===== src/rtl/layer8_argmax_pkg.sv =====
// Shared constants and state encoding for the layer-8 argmax classifier.
package layer8_argmax_pkg;

   // Class count follows the layer-7 fully-connected output width.
   localparam int LAYER7_OUTPUT_CHANNEL_NUM = 10;
   localparam int LAYER8_CHANNEL_NUM        = LAYER7_OUTPUT_CHANNEL_NUM;
   localparam int LAYER8_WORDLENGTH         = 16;
   localparam int LAYER8_IDX_WIDTH          = $clog2(LAYER8_CHANNEL_NUM);

   // Classifier controller states (2-bit encoding).
   typedef enum logic [1:0] {
      LAYER8_IDLE = 2'd0,
      LAYER8_SCAN = 2'd1,
      LAYER8_HOLD = 2'd2
   } layer8_state_e;

endpackage


===== src/rtl/layer8_argmax_counter.sv =====
// Scan-index counter: synchronous clear has priority over increment.
module layer8_argmax_counter #(
   parameter int WIDTH = 4
) (
   input  logic             clk_i,
   input  logic             rst_i,     // asynchronous, active-high
   input  logic             clear_i,
   input  logic             en_i,
   output logic [WIDTH-1:0] count_o
);

   logic [WIDTH-1:0] cnt_q;

   // Count register: clear wins, otherwise step by one when enabled.
   always_ff @(posedge clk_i or posedge rst_i) begin
      if (rst_i) begin
         cnt_q <= '0;
      end else if (clear_i) begin
         cnt_q <= '0;
      end else if (en_i) begin
         cnt_q <= cnt_q + WIDTH'(1);
      end
   end

   assign count_o = cnt_q;

endmodule


===== src/rtl/layer8_argmax.sv =====
// Layer-8 classifier: captures the layer-7 class scores, scans them one
// channel per cycle for the signed maximum, and offers the winning class
// index and score downstream.
//
// Result handshake: result_valid rises with result_class/result_score
// already stable and all three stay frozen until an edge where
// result_valid && result_ready; result_valid drops on the following cycle.
module layer8_argmax
   import layer8_argmax_pkg::*;
#(
   parameter int CHANNEL_NUM = LAYER8_CHANNEL_NUM,
   parameter int WORDLENGTH  = LAYER8_WORDLENGTH,
   parameter int IDX_W       = $clog2(CHANNEL_NUM)
) (
   input  logic                              clk,
   input  logic                              rst,          // async, active-low
   input  logic [WORDLENGTH*CHANNEL_NUM-1:0] fc_data_in,
   input  logic                              fc_done,
   input  logic                              result_ready,
   output logic                              result_valid,
   output logic [IDX_W-1:0]                  result_class,
   output logic [WORDLENGTH-1:0]             result_score,
   output logic                              busy,
   output logic                              overrun,
   output layer8_state_e                     dbg_state
);

   localparam logic [IDX_W-1:0] LAST_IDX = IDX_W'(CHANNEL_NUM - 1);

   layer8_state_e state_q, state_d;

   logic signed [WORDLENGTH-1:0] scores_q [CHANNEL_NUM];
   logic signed [WORDLENGTH-1:0] scores_d [CHANNEL_NUM];

   logic signed [WORDLENGTH-1:0] best_score_q, best_score_d;
   logic [IDX_W-1:0]             best_idx_q, best_idx_d;

   logic                  result_valid_q, result_valid_d;
   logic [IDX_W-1:0]      result_class_q, result_class_d;
   logic [WORDLENGTH-1:0] result_score_q, result_score_d;
   logic                  busy_q, busy_d;
   logic                  overrun_q, overrun_d;

   logic [IDX_W-1:0] cnt;
   logic [IDX_W-1:0] scan_idx;
   logic             cnt_clear;
   logic             cnt_en;
   logic             last_cmp;

   logic signed [WORDLENGTH-1:0] cand_score;
   logic signed [WORDLENGTH-1:0] upd_score;
   logic [IDX_W-1:0]             upd_idx;

   // The counter runs from 0 during SCAN; channel 0 is preloaded as the
   // initial best, so the compared channel is one ahead of the count.
   layer8_argmax_counter #(
      .WIDTH (IDX_W)
   ) u_scan_cnt (
      .clk_i   (clk),
      .rst_i   (~rst),
      .clear_i (cnt_clear),
      .en_i    (cnt_en),
      .count_o (cnt)
   );

   assign scan_idx = cnt + IDX_W'(1);
   assign last_cmp = (scan_idx == LAST_IDX);

   // Select the score under comparison this cycle.
   always_comb begin
      cand_score = '0;
      for (int k = 0; k < CHANNEL_NUM; k++) begin
         if (scan_idx == IDX_W'(k)) begin
            cand_score = scores_q[k];
         end
      end
   end

   // Strict signed compare: on ties the earlier (lower) index is kept.
   always_comb begin
      upd_score = best_score_q;
      upd_idx   = best_idx_q;
      if (cand_score > best_score_q) begin
         upd_score = cand_score;
         upd_idx   = scan_idx;
      end
   end

   // Controller next-state, datapath loads and flag updates.
   always_comb begin
      state_d        = state_q;
      scores_d       = scores_q;
      best_score_d   = best_score_q;
      best_idx_d     = best_idx_q;
      result_valid_d = result_valid_q;
      result_class_d = result_class_q;
      result_score_d = result_score_q;
      overrun_d      = overrun_q;
      cnt_clear      = 1'b1;
      cnt_en         = 1'b0;

      case (state_q)
         LAYER8_IDLE: begin
            if (fc_done) begin
               for (int k = 0; k < CHANNEL_NUM; k++) begin
                  scores_d[k] = fc_data_in[k*WORDLENGTH +: WORDLENGTH];
               end
               best_score_d = fc_data_in[WORDLENGTH-1:0];
               best_idx_d   = '0;
               state_d      = LAYER8_SCAN;
            end
         end

         LAYER8_SCAN: begin
            cnt_clear    = 1'b0;
            cnt_en       = 1'b1;
            best_score_d = upd_score;
            best_idx_d   = upd_idx;
            // A new image cannot be taken mid-scan; remember that one was lost.
            if (fc_done) begin
               overrun_d = 1'b1;
            end
            if (last_cmp) begin
               result_class_d = upd_idx;
               result_score_d = upd_score;
               result_valid_d = 1'b1;
               state_d        = LAYER8_HOLD;
            end
         end

         LAYER8_HOLD: begin
            // Includes the handshake edge: capture only happens from IDLE.
            if (fc_done) begin
               overrun_d = 1'b1;
            end
            if (result_ready) begin
               result_valid_d = 1'b0;
               state_d        = LAYER8_IDLE;
            end
         end

         default: begin
            state_d = LAYER8_IDLE;
         end
      endcase

      busy_d = (state_d != LAYER8_IDLE);
   end

   // State and datapath registers; reset discards any partial scan.
   always_ff @(posedge clk or negedge rst) begin
      if (!rst) begin
         state_q        <= LAYER8_IDLE;
         for (int k = 0; k < CHANNEL_NUM; k++) begin
            scores_q[k] <= '0;
         end
         best_score_q   <= '0;
         best_idx_q     <= '0;
         result_valid_q <= 1'b0;
         result_class_q <= '0;
         result_score_q <= '0;
         busy_q         <= 1'b0;
         overrun_q      <= 1'b0;
      end else begin
         state_q        <= state_d;
         scores_q       <= scores_d;
         best_score_q   <= best_score_d;
         best_idx_q     <= best_idx_d;
         result_valid_q <= result_valid_d;
         result_class_q <= result_class_d;
         result_score_q <= result_score_d;
         busy_q         <= busy_d;
         overrun_q      <= overrun_d;
      end
   end

   assign result_valid = result_valid_q;
   assign result_class = result_class_q;
   assign result_score = result_score_q;
   assign busy         = busy_q;
   assign overrun      = overrun_q;
   assign dbg_state    = state_q;

endmodule

===== config.mk =====
export PLATFORM = sky130hd
export DESIGN_NAME = layer8_argmax
export DESIGN_NICKNAME = d
export VERILOG_FILES = /design/src/rtl/layer8_argmax_pkg.sv /design/src/rtl/layer8_argmax_counter.sv /design/src/rtl/layer8_argmax.sv
export SDC_FILE = /design/constraint.sdc
export NUM_CORES = 1
export LEC_CHECK = 0
export BUFFER_PORTS_ARGS = -buffer_cell sky130_fd_sc_hd__buf_2
export CAP_MARGIN = 20
export CORE_MARGIN = 5
export CORE_UTILIZATION = 50
export CTS_CLUSTER_SIZE = 10
export DETAILED_ROUTE_END_ITERATION = 10
export GPL_TIMING_DRIVEN = 0
export PLACE_DENSITY = 0.75
export SYNTH_ARGS = -nofsm -noshare
export SYNTH_HDL_FRONTEND = slang
export SYNTH_HIERARCHICAL = 1
export SYNTH_SLANG_ARGS = --single-unit

===== constraint.sdc =====
create_clock -name clk -period 3.9 [get_ports clk]
set_input_delay 0.585 -clock clk [delete_from_list [all_inputs] [get_ports clk]]
set_output_delay 0.585 -clock clk [all_outputs]
set_load 0.02 [all_outputs]

==> impl_metrics.env, run 1 <==
export IMPL_path_cells="buf_6 -> buf_6 -> inv_4 -> ha_4 -> clkinvlp_4 -> buf_12 -> a31oi_4 -> o21ai_1 -> a221o_1 -> a31o_4 -> ha_4 -> a2111o_1 -> o311ai_4 -> buf_4 -> a211oi_2 -> buf_4 -> buf_6 -> a221o_1"
export IMPL_ys_ff_latch=209
export IMPL_powerDensity_mw_per_mm2=1120
export IMPL_cp_slowest_stage_delay_ns=0.44
export IMPL_violations="negative setup slack"
export IMPL_ir_drop_v=0.000730
export IMPL_max_freq_mhz=235
export IMPL_hold_viol_final=0
export IMPL_synthArstFlopShare_pct=100
export IMPL_setup_viol=40
export IMPL_cts_buffer_depth=3
export IMPL_drc_errors=0
export IMPL_crit_type="reg -> reg"
export IMPL_maxSlewHeadroom_pct=41.9
export IMPL_hold_ws_ns=0.299
export IMPL_clock_latency_ns=0.52
export IMPL_grt_pass1_wl_mm=56.2
export IMPL_leakage_nw=6.54
export IMPL_io_pin_count=189
export IMPL_worstSetupEndpointType="flip-flop"
export IMPL_gp_congestion=0.956
export IMPL_hpwl_mm=26.9
export IMPL_cp_required_ns=4.30
export IMPL_first_pass_iters=6
export IMPL_grt_max_degree=83
export IMPL_port_buffers=188
export IMPL_yosys_top_cells_area="dfrtp_1 (48%), mux2_2 (17%), nand2_1 (3.2%)"
export IMPL_finClkSkew_ns=0.0159
export IMPL_drt_wl_total_mm=38.3
export IMPL_n_antenna_cell=0
export IMPL_syn_to_final_growth_pct=35.4
export IMPL_grt_ovfl_total=0
export IMPL_drv_slew=0
export IMPL_place_area_sq_mm=0.0122
export IMPL_max_cap_viol_count=0
export IMPL_min_path_type="in -> reg"
export IMPL_reg2reg_setup_slack_ns=-0.36
export IMPL_crit_top_cell="buf_6"
export IMPL_worstReg2RegStart="u_scan_cnt/count_o[1]"
export IMPL_yosys_most_used_dff="dfrtp_1"
export IMPL_htreeDepth=1
export IMPL_synth_top_area_cell="dfrtp_1"
export IMPL_fp_dieH_microns=157
export IMPL_ant_nets=0
export IMPL_drive_gt1_share_pct=49.7
export IMPL_vias=9787
export IMPL_cp_slowest_cell="dfrtp_2"
export IMPL_die_w_microns=157
export IMPL_root_buffer="clkbuf_16"
export IMPL_worst_hold_path_endpoint="scores_q[123]"
export IMPL_fin_ws_ns=-0.363
export IMPL_cp_num_buf_inv=8
export IMPL_fin_area_sq_mm=0.0147
export IMPL_synth_seq_area_share_pct=48.2
export IMPL_final_util_pct=68.0
export IMPL_pre_cts_slack_ns=-1.58
export IMPL_synth_enable_flop_cells=0
export IMPL_fp_coreArea_sq_mm=0.0216
export IMPL_numCtsBuffers=25
export IMPL_period_share_pct=109
export IMPL_start_util_pct=50.2
export IMPL_final_cell_count_no_fill=1573
export IMPL_tightest_slew_ns=0.872
export IMPL_grt_pass1_vias=9755
export IMPL_synth_top_area_share_pct=48.2
export IMPL_worstSetupStartpointType="flip-flop"
export IMPL_dieArea_sq_mm=0.0248
export IMPL_fin_tns_setup_ns=-10.85
export IMPL_cp_arrival_ns=4.66
export IMPL_critPathMaxFanout=4
export IMPL_hp_start="fc_data_in[43]"
export IMPL_hold_depth=2
export IMPL_antenna_found_initial=0
export IMPL_crit_family="compound AO/OA/AOI/OAI gates"
export IMPL_cts_tree="yes"
export IMPL_synth_warnings=6
export IMPL_syn_avg_cell_area_sq_um=11.1
export IMPL_synth_fp_nets=1172
export IMPL_r2r_end="best_score_q[13]"
export IMPL_synth_cell_area_sq_mm=0.0109
export IMPL_placed_cells=1452
export IMPL_clk_pin_slew_worst_paths_ns=0.06
export IMPL_rows=54
export IMPL_dr_first_iter_drc_count=792
export IMPL_ys_types=85
export IMPL_wl_per_cell_microns=24.4
export IMPL_p_total_mw=16.5
export IMPL_nNetsFinal=1478
export IMPL_grt_usage_pct=29.7
export IMPL_vias_per_cell=6.22
export IMPL_min_period_ns=4.26
export IMPL_numClockSinks=209
export IMPL_reg2reg_depth=18
export IMPL_syn_inst=982
export IMPL_status="finished with violations"
export IMPL_rsz0062_at_grt="yes"
## logic make-up after synthesis
family | synth area share, %
buf+inv | 4.16
mux | 17.1
flops | 48.2
compound gates | 16.6
simple gates | 10.7
xor+xnor | 0.242
fa+ha+maj | 3.00
## synthesized netlist by cell type (4+ instances only)
cell type    n
nand2b_1     8
o31ai_1      4
a221o_1      9
nor3_1      15
nor2_1      44
and2_1       7
buf_2       16
o221a_1      4
nand2_1     93
dfrtp_1    209
nand3_1     21
ha_1        26
a21o_1      10
nand3b_1     4
a22oi_1      7
a221oi_1    15
o211ai_1    17
a21oi_1     35
nand4_1      4
mux2i_1      4
a211oi_1     8
o21ai_0     26
a31o_2       4
a31oi_1     14
nor4_1       8
a22o_1       6
mux2_2     160
o221ai_1    11
buf_1        5
o22ai_1     13
nor2b_1      6
o21a_1       4
inv_1       46
clkbuf_1    39
## repair_timing
action,CTS,global route
pin swaps,48,47
gates resized for setup,184,73
buffers inserted,68,20
hold buffers,1,0
gates cloned,3,1
endpoints found under the setup margin,40,40
hold endpoints to repair,45,0
## state kept, by name, indices dropped and copies added, names as in the netlist, 2 cells and up
name and flops:
best_score_q 16, result_class 4, u_scan_cnt/count_o 4, best_idx_q 4, result_score 16, scores_q 160, dbg_state 2
## where the power goes
group	switching (mW)	total [mW]	internal (mW)
clock	0.856	2.08	1.23
combinational	5.38	10.5	5.10
sequential	0.779	3.97	3.19
total	7.01	16.5	9.52
## worst register-to-register path, delay by kind of cell, from the launching register on
kind                     cells  cell delay (ns)
flip-flops                   1             0.44
AO/OA/AOI/OAI                8             2.17
buffers and inverters        8             1.10
adder cells (fa/ha/maj)      2             0.42
## cell usage in the layout (no fill, tap or decap), types with 8 or more instances in the layout
master / synthesis / final
mux2_2: 160 / 160
ha_1: 26 / 15
clkbuf_16: 0 / 26
ha_4: 0 / 10
o22ai_1: 13 / 10
o21ai_0: 26 / 12
nand2_1: 93 / 82
a221o_1: 9 / 9
dfrtp_1: 209 / 207
o21ai_1: 2 / 11
nor2_1: 44 / 42
a31oi_1: 14 / 10
nand3_1: 21 / 19
buf_2: 16 / 193
a221oi_1: 15 / 9
a21oi_1: 35 / 23
clkbuf_1: 39 / 29
nand2b_1: 8 / 8
buf_4: 1 / 66
o211ai_1: 17 / 17
inv_1: 46 / 38
nor3_1: 15 / 9
a21oi_2: 3 / 11
buf_6: 2 / 29
## area by class of cell
class                   count  area (sq um)
fillers                  1596          6920
multi-input cells         663          5950
inverters                  47           186
clock inverters             1          30.0
plain buffers              62           439
clock buffers              31           658
well taps                 280           350
repair buffers            280          1850
flip-flops and latches    209          5230
## worst max path at each step
stage / from / end / slack, ns / depth (start not counted)
floorplan: u_scan_cnt/count_o[0] / result_score[4] / -0.08 / 17
global placement: u_scan_cnt/count_o[0] / result_score[4] / -1.61 / 17
detailed placement: u_scan_cnt/count_o[0] / result_score[4] / -1.58 / 17
CTS: u_scan_cnt/count_o[1] / result_class[3] / -0.17 / 21
global route: u_scan_cnt/count_o[1] / result_score[13] / -0.45 / 24
finish: u_scan_cnt/count_o[1] / best_score_q[13] / -0.36 / 18
## metal layers
layer  part of all wire, %  global-route usage [%]
met5                     0                       0
met4                   5.5                    12.5
met3                   9.5                    4.89
met2                    46                    47.2
met1                    39                    40.8
Note: power is estimated with default switching activity, not from simulation.
==> inputs of run 2 (changes only) <==
- CORE_UTILIZATION: 50 -> 25
- PLACE_DENSITY: 0.75 -> default
- SLEW_MARGIN: default -> 20
- clock period: 3.9 -> 3.75 ns (I/O delays scaled with it)
==> run 2 against run 1 <==
  * The run still ends with negative setup slack left
  * Sequential share of layout area shrank 0.24 points
  * Core utilization is 34 points lower
  * Non-clock buffer count decreased by 39
  * Clock power is 12% higher
  * Combinational power is 8% lower
  * Clock skew increased by 0.014 ns
  * Critical path depth shrank 2
  * Die area grew 93%
  * Sequential power rose by 5.0%
  * First-iteration DRC count down 7.2%
  * Largest power group unchanged
==> impl_metrics.env, run 2 (synthesis gave the netlist of run 1 again) <==
export IMPL_die_w_microns=218
export IMPL_first_pass_iters=5
export IMPL_wl_per_cell_microns=23.0
export IMPL_grt_ovfl_total=0
export IMPL_min_period_ns=3.99
export IMPL_syn_to_final_growth_pct=36.3
export IMPL_gp_congestion=0.953
export IMPL_powerDensity_mw_per_mm2=1100
export IMPL_port_buffers=188
export IMPL_fp_dieH_microns=218
export IMPL_leakage_nw=6.41
export IMPL_period_share_pct=106
export IMPL_drc_errors=0
export IMPL_hold_ws_ns=0.240
export IMPL_vias_per_cell=5.02
export IMPL_min_path_type="in -> reg"
export IMPL_numCtsBuffers=26
export IMPL_ir_drop_v=0.000710
export IMPL_cp_arrival_ns=4.40
export IMPL_drt_wl_total_mm=42.4
export IMPL_largest_register="scores_q"
export IMPL_critPathMaxFanout=6
export IMPL_final_cell_count_no_fill=1846
export IMPL_final_cell_mix="dfrtp_1 (207), buf_2 (191), mux2_2 (160)"
export IMPL_crit_type="reg -> reg"
export IMPL_fin_tns_setup_ns=-7.16
export IMPL_maxSlewHeadroom_pct=36.8
export IMPL_drive_gt1_share_pct=48.1
export IMPL_rows=76
export IMPL_rsz0062_at_grt="yes"
export IMPL_fin_ws_ns=-0.242
export IMPL_fp_coreArea_sq_mm=0.0430
export IMPL_numClockSinks=209
export IMPL_io_pin_count=189
export IMPL_grt_pass1_wl_mm=61.5
export IMPL_pre_cts_slack_ns=-1.55
export IMPL_htreeDepth=1
export IMPL_antenna_found_initial=1
export IMPL_worstSetupStartpointType="flip-flop"
export IMPL_start_util_pct=25.3
export IMPL_violations="negative setup slack"
export IMPL_setup_viol=40
export IMPL_cts_tree="yes"
export IMPL_grt_usage_pct=17.1
export IMPL_clk_pin_slew_worst_paths_ns=0.06
export IMPL_vias=9262
export IMPL_ant_nets=0
export IMPL_grt_max_degree=80
export IMPL_nNetsFinal=1441
export IMPL_cts_buffer_depth=3
export IMPL_drv_slew=0
export IMPL_p_total_mw=16.2
export IMPL_dr_first_iter_drc_count=735
export IMPL_cp_required_ns=4.15
export IMPL_placed_cells=1757
export IMPL_clock_latency_ns=0.55
export IMPL_max_cap_viol_count=0
export IMPL_root_buffer="clkbuf_16"
export IMPL_finClkSkew_ns=0.0302
export IMPL_grt_pass1_vias=9462
export IMPL_final_common_cell="dfrtp_1"
export IMPL_dieArea_sq_mm=0.0477
export IMPL_largest_register_ffs=160
export IMPL_max_freq_mhz=250
export IMPL_tightest_slew_ns=0.948
export IMPL_n_antenna_cell=0
export IMPL_worstSetupEndpointType="flip-flop"
export IMPL_hpwl_mm=33.1
export IMPL_fillCellCount=4410
export IMPL_hold_viol_final=0
export IMPL_status="finished with violations"
[run 2: changes by cell type in the layout (fill, tap and decap cells not counted), moves of 4 or more]
cell	previous run	this run
nand3_2	2	10
nand3_1	19	10
buf_12	6	2
o21ai_1	11	6
nand2_2	6	2
nand2_1	82	88
buf_4	66	44
buf_6	29	14
clkbuf_8	3	8
[run 2: final cells by class]
cell class                 count  area (sq um)  share of cell area (%)
multi-input combinational    664          5930                    40.1
clock buffer                  34           711                    4.80
sequential                   209          5230                    35.4
timing repair buffer         241          1490                    10.1
inverter                      47           180                    1.22
buffer                        62           463                    3.13
clock inverter                 4          56.3                   0.380
tap                          585           732                    4.95
[run 2: critical path, stage by stage (launching register included)]
cell and delay [ns]:
dfrtp_2 0.42, buf_6 0.13, and3b_1 0.18, buf_6 0.14, o41a_4 0.52, buf_8 0.15
buf_4 0.13, nor4_2 0.18, nor3_1 0.09, a31o_2 0.24, ha_1 0.23, a2111o_1 0.46
o311ai_4 0.23, buf_6 0.18, a21o_4 0.20, mux2i_1 0.27, o21ai_0 0.10
[run 2: worst paths after layout]
check | from | endpoint | slack [ns] | depth (start not counted)
worst min register to register | overrun | overrun | 0.46 | 1
worst max-delay path | u_scan_cnt/count_o[0] | result_class[0] | -0.24 | 16
max in group asynchronous | rst | u_scan_cnt/count_o[0] | 2.26 | 5
min in group asynchronous | rst | result_valid | 0.57 | 2
worst max register to register | u_scan_cnt/count_o[0] | result_class[0] | -0.24 | 16
worst min-delay path | fc_data_in[54] | scores_q[102] | 0.24 | 2
[run 2: per-stage QoR]
stage	area, sq um	util, %
after detailed placement	12700	29.5
after global routing	14800	34.4
after floorplan	10900	-
after global placement	12600	29.3
after CTS	14300	33.4
final	14800	34.4
[run 2: report_power, final]
group,internal (mW),leakage (nW),switching [mW],total (mW)
clock network,1.38,0.377,0.954,2.33
logic,4.58,3.53,5.12,9.70
registers,3.32,2.50,0.859,4.17
[run 2: routing by layer]
metal / vias up / part of all wire [%] / track usage [%]
met3: 84 / 6.6 / 2.67
li1: 4161 / - / -
met2: 423 / 45 / 27.4
met4: 2 / 3.6 / 4.77
met5: - / 0.017 / 0
met1: 4592 / 44 / 24.1
[run 2: timing repair]
action                                  CTS  global route
resized for setup                       138            82
hold endpoints to repair                 20             0
gates cloned                              3             1
pin swaps                                34            39
endpoints found under the setup margin   40            40
buffers inserted                         35            12
hold buffers                              1             0
==> inputs of run 3 (changes only) <==
- CORE_ASPECT_RATIO: default -> 0.8
==> run 3 against run 2 <==
  * The flow still finishes with violations (negative setup slack)
  * Combinational power grew 1%
  * Total power rose by 0.67%
  * Register-to-register slack got worse by 0.12 ns
  * Sequential power about the same
  * Non-clock buffer count increased by 8
  * Design area fell by 0.85%
  * Clock power barely moved
  * Core utilization fell by 0.35 points
==> impl_metrics.env, run 3 (synthesis gave the netlist of run 1 again) <==
export IMPL_cp_slowest_cell="dfrtp_2"
export IMPL_antenna_found_initial=2
export IMPL_cp_num_buf_inv=6
export IMPL_maxSlewHeadroom_pct=33.7
export IMPL_grt_pass1_vias=9464
export IMPL_cp_slowest_stage_delay_ns=0.38
export IMPL_grt_pass1_wl_mm=61.8
export IMPL_start_util_pct=25.2
export IMPL_io_pin_count=189
export IMPL_p_total_mw=16.3
export IMPL_rows=68
export IMPL_ir_drop_v=0.000669
export IMPL_finClkSkew_ns=0.0152
export IMPL_fp_dieH_microns=196
export IMPL_numClockSinks=209
export IMPL_dr_first_iter_drc_count=978
export IMPL_reg2reg_setup_slack_ns=-0.37
export IMPL_drt_wl_total_mm=42.4
export IMPL_numCtsBuffers=26
export IMPL_die_w_microns=243
export IMPL_first_pass_iters=5
export IMPL_tightest_slew_ns=0.992
export IMPL_cp_required_ns=4.21
export IMPL_crit_type="reg -> reg"
export IMPL_largest_register="scores_q"
export IMPL_hold_viol_final=0
export IMPL_hold_depth=2
export IMPL_place_area_sq_mm=0.0126
export IMPL_drv_slew=0
export IMPL_ant_nets=0
export IMPL_powerDensity_mw_per_mm2=1110
export IMPL_fin_area_sq_mm=0.0147
export IMPL_worstSetupEndpointType="flip-flop"
export IMPL_syn_to_final_growth_pct=35.2
export IMPL_violations="negative setup slack"
export IMPL_cts_tree="yes"
export IMPL_nNetsFinal=1448
export IMPL_path_cells="buf_4 -> clkinvlp_4 -> ha_4 -> inv_2 -> buf_4 -> o221ai_1 -> a21oi_1 -> o22ai_1 -> o32a_1 -> inv_1 -> ha_1 -> nand3_1 -> nor3_1 -> a21o_2 -> a211oi_4 -> clkbuf_8 -> o22ai_1 -> o21ba_1"
export IMPL_worstReg2RegStart="u_scan_cnt/count_o[0]"
export IMPL_worstSetupStartpointType="flip-flop"
export IMPL_reg2reg_depth=18
export IMPL_dieArea_sq_mm=0.0477
export IMPL_gp_congestion=0.917
export IMPL_final_common_cell="dfrtp_1"
export IMPL_grt_usage_pct=17.0
export IMPL_largest_register_ffs=160
export IMPL_fin_ws_ns=-0.366
export IMPL_critPathMaxFanout=10
export IMPL_htreeDepth=1
export IMPL_status="finished with violations"
export IMPL_final_cell_mix="dfrtp_1 (207), buf_2 (195), mux2_2 (160)"
export IMPL_min_path_type="in -> reg"
export IMPL_cts_buffer_depth=3
export IMPL_setup_viol=40
export IMPL_fp_coreArea_sq_mm=0.0431
export IMPL_hpwl_mm=33.0
export IMPL_grt_max_degree=86
export IMPL_rsz0062_at_grt="yes"
export IMPL_max_freq_mhz=243
export IMPL_n_antenna_cell=0
export IMPL_vias_per_cell=5.10
export IMPL_r2r_end="best_score_q[3]"
export IMPL_period_share_pct=110
export IMPL_clk_pin_slew_worst_paths_ns=0.06
export IMPL_crit_cells=18
export IMPL_drive_gt1_share_pct=47.3
export IMPL_port_buffers=188
export IMPL_cp_arrival_ns=4.58
export IMPL_hp_start="fc_data_in[154]"
export IMPL_max_cap_viol_count=0
export IMPL_clock_latency_ns=0.54
export IMPL_root_buffer="clkbuf_16"
export IMPL_drc_errors=0
export IMPL_min_period_ns=4.12
export IMPL_leakage_nw=6.41
export IMPL_grt_ovfl_total=0
export IMPL_crit_family="compound AO/OA/AOI/OAI gates"
export IMPL_vias=9321
export IMPL_wl_per_cell_microns=23.2
export IMPL_worst_hold_path_endpoint="scores_q[10]"
## run 3: where the power goes
part	internal (mW)	switching, mW
combinational	4.64	5.19
clock	1.37	0.933
sequential	3.32	0.871
## run 3: area by class of cell
class / count / area [sq um]
plain buffers: 62 / 437
clock buffers: 36 / 749
clock inverters: 3 / 15.0
fillers: 4361 / 28400
inverters: 47 / 184
multi-input cells: 663 / 5780
flip-flops and latches: 209 / 5230
well taps: 560 / 701
repair buffers: 249 / 1580
## run 3: worst max-delay path by stage
stage	start	endpoint	slack, ns
6_report	u_scan_cnt/count_o[0]	best_score_q[3]	-0.37
3_5_place_dp	u_scan_cnt/count_o[0]	result_score[4]	-1.58
5_1_grt	u_scan_cnt/count_o[1]	best_score_q[3]	-0.45
3_3_place_gp	u_scan_cnt/count_o[0]	result_score[4]	-1.57
4_1_cts	u_scan_cnt/count_o[1]	best_score_q[13]	-0.27
2_1_floorplan	u_scan_cnt/count_o[0]	best_score_q[6]	0.007
## run 3: per-layer routing
| metal | GRT usage [%] | vias up | share of wire (%) |
|---|---|---|---|
| met5 | 0 | - | 0.050 |
| met4 | 4.12 | 4 | 3.4 |
| met3 | 2.58 | 86 | 6.0 |
| met2 | 27.0 | 377 | 45 |
| met1 | 24.6 | 4687 | 46 |
| li1 | - | 4167 | - |
## run 3: worst register-to-register path, delay by kind of cell (launching register included)
family	cells	cell delay, ns
buf+inv	6	1.06
compound gates	8	1.97
fa+ha+maj	2	0.44
simple gates	2	0.20
flops	1	0.38
## run 3: what timing repair did
action | 4_1_cts | 5_1_grt
pin swaps | 27 | 31
hold buffers | 1 | 0
setup endpoints to repair | 40 | 40
buffers inserted | 42 | 13
cloned | 3 | 2
endpoints found under the hold margin | 40 | 0
gates resized for setup | 123 | 67
## run 3: per-stage QoR
| stage | utilization (%) | setup slack [ns] | TNS (ns) | hold WS, ns | cells |
|---|---|---|---|---|---|
| floorplan | - | 0.00671 | 0 | 0.267 | 982 |
| global placement | 29.2 | -1.57 | -338.56 | 0.439 | 1730 |
| detailed placement | 29.4 | -1.58 | -54.00 | 0.451 | 1732 |
| CTS | 33.2 | -0.271 | -7.92 | 0.246 | 1814 |
| global route | 34.1 | -0.449 | -14.90 | 0.256 | 1829 |
| finish | 34.1 | -0.366 | -11.42 | 0.259 | 1829 |
